File: config.mk
export PLATFORM = sky130hd
export DESIGN_NAME = load_counter_sched
export DESIGN_NICKNAME = d
export VERILOG_FILES = /design/src/rtl/load_counter_sched.sv
export SDC_FILE = /design/constraint.sdc
export NUM_CORES = 1
export LEC_CHECK = 0
export CORE_MARGIN = 2
export CORE_UTILIZATION = 40
export DETAILED_ROUTE_END_ITERATION = 16
export PLACE_DENSITY = 0.64
export SKIP_CTS_REPAIR_TIMING = 1
export SLEW_MARGIN = 30
export SYNTH_ARGS = -nofsm -noshare
export SYNTH_HDL_FRONTEND = slang
export SYNTH_SLANG_ARGS = --single-unit
File: constraint.sdc
create_clock -name clk -period 3.2 [get_ports clk]
set_clock_uncertainty 0.2 [all_clocks]
set_input_delay 0.48 -clock clk [delete_from_list [all_inputs] [get_ports clk]]
set_output_delay 0.48 -clock clk [all_outputs]
set_load 0.005 [all_outputs]
File: src/rtl/load_counter_sched.sv
// Round-robin owner of a shared 4-bit reloading counter: load at grant, wrap back to the
// load value HOLD_WRAPS times, then release. Optional owner abort: LOAD_COUNTER_SCHED_ABORT_EN.
module load_counter_sched #(
    parameter int NUM_REQ    = 4,
    parameter int HOLD_WRAPS = 2
) (
    input  logic                       clk,
    input  logic                       reset,
    input  logic [NUM_REQ-1:0]         req_i,
    input  logic [4*NUM_REQ-1:0]       load_val_i,
    output logic [NUM_REQ-1:0]         gnt_o,
    output logic [$clog2(NUM_REQ)-1:0] owner_o,
    output logic [3:0]                 count_o,
    output logic                       busy_o,
    output logic                       done_o
);

    localparam int OW = $clog2(NUM_REQ);
    localparam int WW = $clog2(HOLD_WRAPS + 1);

    localparam logic [0:0] ST_IDLE = 1'b0;
    localparam logic [0:0] ST_RUN  = 1'b1;

    localparam logic [WW-1:0] LAST_WRAP = WW'(HOLD_WRAPS - 1);
    localparam logic [OW-1:0] LAST_REQ  = OW'(NUM_REQ - 1);

    logic [0:0]         r_state;
    logic [NUM_REQ-1:0] r_gnt;
    logic [OW-1:0]      r_owner;
    logic [OW-1:0]      r_rr_ptr;
    logic [3:0]         r_count;
    logic [3:0]         r_reload;
    logic [WW-1:0]      r_wraps;
    logic               r_done;

    logic [3:0]         w_load_arr [NUM_REQ];
    logic [OW-1:0]      w_cand;
    logic [OW-1:0]      w_winner;
    logic               w_found;
    logic [NUM_REQ-1:0] w_win_onehot;
    logic [OW-1:0]      w_next_ptr;
    logic               w_abort;

    for (genvar g = 0; g < NUM_REQ; g++) begin : g_load
        assign w_load_arr[g] = load_val_i[4*g +: 4];
    end

    // Scan NUM_REQ candidates starting at the pointer, wrapping modulo NUM_REQ.
    always_comb begin
        // NOTE: every variable gets a default before the loop, otherwise a latch is inferred.
        w_found  = 1'b0;
        w_winner = r_rr_ptr;
        w_cand   = r_rr_ptr;
        for (int i = 0; i < NUM_REQ; i++) begin
            if (!w_found && req_i[w_cand]) begin
                w_found  = 1'b1;
                w_winner = w_cand;
            end
            w_cand = (w_cand == LAST_REQ) ? '0 : w_cand + 1'b1;
        end
    end

    assign w_win_onehot = {{(NUM_REQ-1){1'b0}}, 1'b1} << w_winner;
    assign w_next_ptr   = (r_owner == LAST_REQ) ? '0 : r_owner + 1'b1;

`ifdef LOAD_COUNTER_SCHED_ABORT_EN
    assign w_abort = !req_i[r_owner];
`else
    assign w_abort = 1'b0;
`endif

    always_ff @(posedge clk or posedge reset) begin
        if (reset) begin
            r_state  <= ST_IDLE;
            r_gnt    <= '0;
            r_owner  <= '0;
            r_rr_ptr <= '0;
            r_count  <= '0;
            r_reload <= '0;
            r_wraps  <= '0;
            r_done   <= 1'b0;
        end else begin
            // NOTE: non-blocking throughout so every register sees pre-edge values.
            r_done <= 1'b0;
            case (r_state)
                ST_IDLE: begin
                    if (w_found) begin
                        r_state  <= ST_RUN;
                        r_gnt    <= w_win_onehot;
                        r_owner  <= w_winner;
                        r_count  <= w_load_arr[w_winner];
                        r_reload <= w_load_arr[w_winner];
                        r_wraps  <= '0;
                    end
                end
                ST_RUN: begin
                    if (w_abort) begin
                        // Abort leaves the counter frozen and wins over completion.
                        r_state  <= ST_IDLE;
                        r_gnt    <= '0;
                        r_rr_ptr <= w_next_ptr;
                    end else if (r_count == 4'hF) begin
                        r_count <= r_reload;
                        if (r_wraps == LAST_WRAP) begin
                            r_state  <= ST_IDLE;
                            r_gnt    <= '0;
                            r_done   <= 1'b1;
                            r_rr_ptr <= w_next_ptr;
                        end else begin
                            r_wraps <= r_wraps + 1'b1;
                        end
                    end else begin
                        r_count <= r_count + 4'd1;
                    end
                end
                default: r_state <= ST_IDLE;
            endcase
        end
    end

    assign gnt_o   = r_gnt;
    assign owner_o = r_owner;
    assign count_o = r_count;
    assign busy_o  = (r_state == ST_RUN);
    assign done_o  = r_done;

endmodule

# Word level (Yosys, flattened, before mapping)
# Index checks and enable logic that the tools add are counted.
# totals
out_inout_bits	12
regBits	20
elab_cells	82
inputBits	22
# classes
bitwise	2
n_lt_le_gt_ge	5
eq_ne	10
n_mux	40
shift	1
n_addsub	6
n_reduce_logical	10
# ops
cell	count
$mux W4	7
$mux W2	10
$pmux W4 S2	2
$mux W1	14
$lt A2 B3 Y1 const B	4
$add A2 B1 Y2 const B	5
$reduce_and A3 Y1	3
$bmux W1 S2	4
$bmux W4 S2	1
$eq A2 B2 Y1 const B	4
$add A4 B1 Y4 const B	1
$eq A4 B4 Y1 const B	1
$ne A2 B1 Y1 const B	2
$ne A2 B2 Y1 const B	2
$pmux W2 S2	1
$shl A1 B2 Y4 const A	1
$ge A3 B3 Y1 const B	1
$logic_and A1 B1 Y1	3
$logic_not A1 Y1	3
$not A2 Y3	1
$eq A2 B1 Y1 const B	1
$pmux W1 S2	1
$reduce_and A2 Y1	1
$not A1 Y1	1

# Depth between registers and ports, before layout
# depth
depth_word	18
depth_mapped	12
depth_no_buf	8

# Worst setup path after synthesis
# No wires, ideal clock.
# synth_timing
path_kind	register to register
startpoint	register r_rr_ptr[1]
endpoint	register r_reload[0]
synth_period_minus_slack_ns	2.846
slack_ns	0.354
path_buffers	1
setup_ns	0.123
t_arrival_ns	2.523
required_ns	2.877
path_stages_with_launch	10
cell_sequence	dfrtp_1 ha_1 clkbuf_8 or3_4 a211o_1 a31oi_2 a22o_4 nand2_4 mux2_4 o221a_1
# synth_via
elab_chain_len	16
elab_cells_between_ends	35
cone_classes	3 x add/sub; 3 x eq/ne; 21 x mux; 1 x bitwise; 7 x reduce/logical
# synth_lines
element	line	text
start, declared	30	logic [OW-1:0] r_rr_ptr;
start signal, assigned	101	r_rr_ptr <= w_next_ptr;
start signal, assigned	108	r_rr_ptr <= w_next_ptr;
branches (longest 16 deep; another with $add A2 B1 Y2)	n/a	
end signal, assigned	92	r_reload <= w_load_arr[w_winner];
end, declared	32	logic [3:0] r_reload;
# Parallel ways; which one is timed is not known. The select of a mux whose other input is x is not followed.
# A chain may end at the register's enable or synchronous reset.

# Worst setup path after layout
# layout_timing
startpoint	register r_rr_ptr[0]
endpoint	register r_reload[0]
# The elaborated chain is that of the path after synthesis.

==> flow_metrics.env <==
export IMPL_cts_path_max_buffers=2
export IMPL_detail_route_wirelength_mm=3.972
export IMPL_synth_net_count=193
export IMPL_power_density_nw_per_um2=1060
export IMPL_global_route_overflow_total=0
export IMPL_synthToLayoutAreaGrowth_pct=28.75
export IMPL_detailedPlacementHpwl_mm=3.150
export IMPL_setup_violations_final=0
export IMPL_syn_area_per_cell_um2=9.433
export IMPL_netlist_area_um2=1575
export IMPL_antennaDiodeCount=0
export IMPL_synthMostInstantiatedCell="dfrtp_1"
export IMPL_dieWidth_um=66.76
export IMPL_worst_path_dominant_cell_family="compound AO/OA/AOI/OAI gates"
export IMPL_regToRegSetupSlack_ps=280
export IMPL_pin_count=34
export IMPL_std_cell_rows=22
export IMPL_netlist_top_cells_count="dfrtp_1 (20), nand2_1 (19), inv_1 (12), o21ai_0 (12)"
export IMPL_vdd_ir_drop_max_uv=490.8
export IMPL_num_nets_final=233
export IMPL_placeableCoreArea_um2=3716
export IMPL_worst_pin_slew_ps=767.6
export IMPL_design_die_area_um2=4456
export IMPL_cpMaxStageDelayCell="or3_4"
export IMPL_n_fill_cell=354
export IMPL_cp_arrival_ps=2870
export IMPL_finalInstanceArea_um2=2028
export IMPL_synthFlopType="dfrtp_1"
export IMPL_routed_via_density=5.673
export IMPL_drtPass1Iterations=6
export IMPL_synth_enable_flop_cells=0
export IMPL_worst_setup_hold_path_clk_slew_ps=80
export IMPL_first_iter_violations=110
export IMPL_count_of_antenna_violating_nets_left_after_detailed_routing=0
export IMPL_grt_first_pass_wirelength_mm=6.789
export IMPL_place_gp_congestion=0.8693
export IMPL_p_clk_share_pct=12.0
export IMPL_min_delay_path_class="reg -> reg"
export IMPL_share_of_power_burned_in_combinational_logic_pct=66.2
export IMPL_syn_instance_count=167
export IMPL_largest_net_degree_at_the_start_of_global_routing=21
export IMPL_finalWorstPathRequiredPeriod_ps=2919
export IMPL_antenna_violations_before_repair=0
export IMPL_slew_violations=0
export IMPL_worst_slew_slack_as_a_fraction_of_its_limit_pct=48.77
export IMPL_worst_path_buf_inv=0
export IMPL_crit_type="reg -> reg"
export IMPL_cts_root_buffer="clkbuf_8"
export IMPL_yosys_warnings=0
export IMPL_leakage_nw=0.8760
export IMPL_run_status="completed"
export IMPL_die_height_um=66.76
export IMPL_post_route_period_util_pct=91.22
export IMPL_detailed_route_via_count=1441
export IMPL_first_global_vias=1481
export IMPL_placed_area_um2=1957
export IMPL_route_detailed_wl_per_inst_um=15.64
export IMPL_cp_required_ps=3160
export IMPL_synth_top_area_share_pct=31.77
export IMPL_synth_largest_area_cell="dfrtp_1"
export IMPL_async_flop_share_pct=100.0
export IMPL_clock_tree_htree_level_count=1
export IMPL_critPathCaptureType="flop"
export IMPL_fmaxAchievable_mhz=342.6
export IMPL_unrepaired_setup_endpoints_after_global_routing="false"
export IMPL_p_switching_mw=0.9184
export IMPL_yosys_top_cells_area="dfrtp_1 (32%), nand2_1 (4.5%), mux2i_1 (4.4%), o21ai_0 (3.8%), mux4_1 (3.3%)"
export IMPL_starting_density_of_the_core_pct=42.39
export IMPL_final_layout_size_suffix_gt1_share_pct=15.05
export IMPL_portBuffers=33
export IMPL_gr_usage_all_layers_pct=20.09
export IMPL_totalNegativeSetupSlack_ps=0
export IMPL_worst_skew_pair_late_latency_ps=260
export IMPL_internal_power_mw=1.231
export IMPL_startpoint_class="flop"
export IMPL_cts_tree="done"
export IMPL_number_of_buffers_added_by_the_clock_tree_synthesis_step=3
export IMPL_min_from="gnt_o[3]$_DFFE_PP0P_"
export IMPL_drv_cap=0
export IMPL_critical_path_startpoint="r_rr_ptr[0]$_DFFE_PP0P_"
export IMPL_share_seq_of_total_power_pct=21.9
export IMPL_hold_violations=0
export IMPL_path_cells="ha_1 -> or3_4 -> a211o_1 -> a31oi_2 -> a22o_4 -> nand2_4 -> mux2_4 -> o221a_1"
export IMPL_crit_fanout=9
export IMPL_drc=0
export IMPL_ys_seq_elements=20
export IMPL_r2r_start="r_rr_ptr[0]$_DFFE_PP0P_"
export IMPL_seq_area_frac_synth_pct=31.77
export IMPL_power_share_switching_pct=42.73
export IMPL_synth_cell_types=55
export IMPL_slowest_delay_ps=420
export IMPL_cts_sink_count=20
==> metal layers <==
metal | vias to the layer above | part of all wire, % | track usage, %
li1 | 708 | - | -
met1 | 696 | 46 | 25.34
met2 | 32 | 50 | 36.25
met3 | 5 | 3.2 | 1.520
met4 | 0 | 0.96 | 6.122
met5 | - | 0 | 0
==> metrics by stage <==
stage	utilization [%]	total power, mW	worst slack (ps)	instances	hold WS, ps
after floorplan	-	1.462	354.3	167	243.8
after global placement	52.66	1.849	72.15	250	261.9
after detailed placement	52.66	1.897	7.535	250	288.8
after CTS	54.58	2.158	263.4	254	306.6
after global routing	54.58	2.330	83.25	254	328.5
final	54.58	2.149	281.1	254	300.0
==> cell families after synthesis <==
family          count (synthesis)  synth area share, %
simple gates                   64                21.84
compound gates                 46                23.35
flops                          20                31.77
buf+inv                        19                7.704
mux                            13                11.60
fa+ha+maj                       4                3.177
xor+xnor                        1               0.5561
==> layout by cell type (no fill, tap or decap), drive strengths merged, types with 2 or more instances in the layout <==
master         synthesis  layout
inv                   12      12
a22oi                  2       2
mux2                   3       3
a211o                  2       2
nand2                 20      20
a221oi                 2       2
nand2b                 4       4
mux2i                  7       7
nor3                   5       5
nand3b                 2       2
buf                    3       9
nor2                   9       9
or3                    2       2
o221ai                 5       5
clkbuf                 4       3
and3b                  2       2
nand4                  2       2
or2                    2       2
o21ai                 14      14
nand3                  9       9
o31ai                  5       5
ha                     4       4
a21oi                  3       3
dfrtp                 20      20
mux4                   3       3
clkdlybuf4s50          0      33
==> power by group through the flow <==
stage	logic [mW]	registers [mW]	clock network [mW]
floorplan	1.00	0.459	0
global placement	1.39	0.463	0
detailed placement	1.43	0.472	0
CTS	1.43	0.468	0.258
global route	1.57	0.486	0.270
finish	1.42	0.470	0.257
==> path summary, 6_finish.rpt <==
path	cells past startpoint	to
setup / recovery	8	r_reload[0]$_DFFE_PP0P_
hold / removal	2	gnt_o[3]$_DFFE_PP0P_
setup reg to reg	8	r_reload[0]$_DFFE_PP0P_
hold reg to reg	2	gnt_o[3]$_DFFE_PP0P_
max in group asynchronous	2	count_o[1]$_DFFE_PP0P_
min in group asynchronous	2	r_wraps[0]$_DFFE_PP0P_
==> cell type report <==
class,count,area (um^2),area share [%]
inverters,12,45.04,2.221
repair buffers,42,397.9,19.62
clock buffers,3,41.29,2.036
flip-flops and latches,20,500.5,24.68
clock inverters,1,30.03,1.481
well taps,48,60.06,2.961
multi-input cells,128,953.4,47.01
==> registers in the layout, summed over array words and instances, names as in the netlist <==
name and flops:
owner_o 2, r_reload 4, done_o 1, count_o 4, r_wraps 2, busy_o 1
gnt_o 4, r_rr_ptr 2
==> worst reg2reg max path: cells and delay by family, from the launching register on <==
family | cells | cell delay, ps
flops | 1 | 390
mux | 1 | 330
fa+ha+maj | 1 | 380
simple gates | 2 | 530
compound gates | 4 | 970
(Power assumes the default switching activity.)
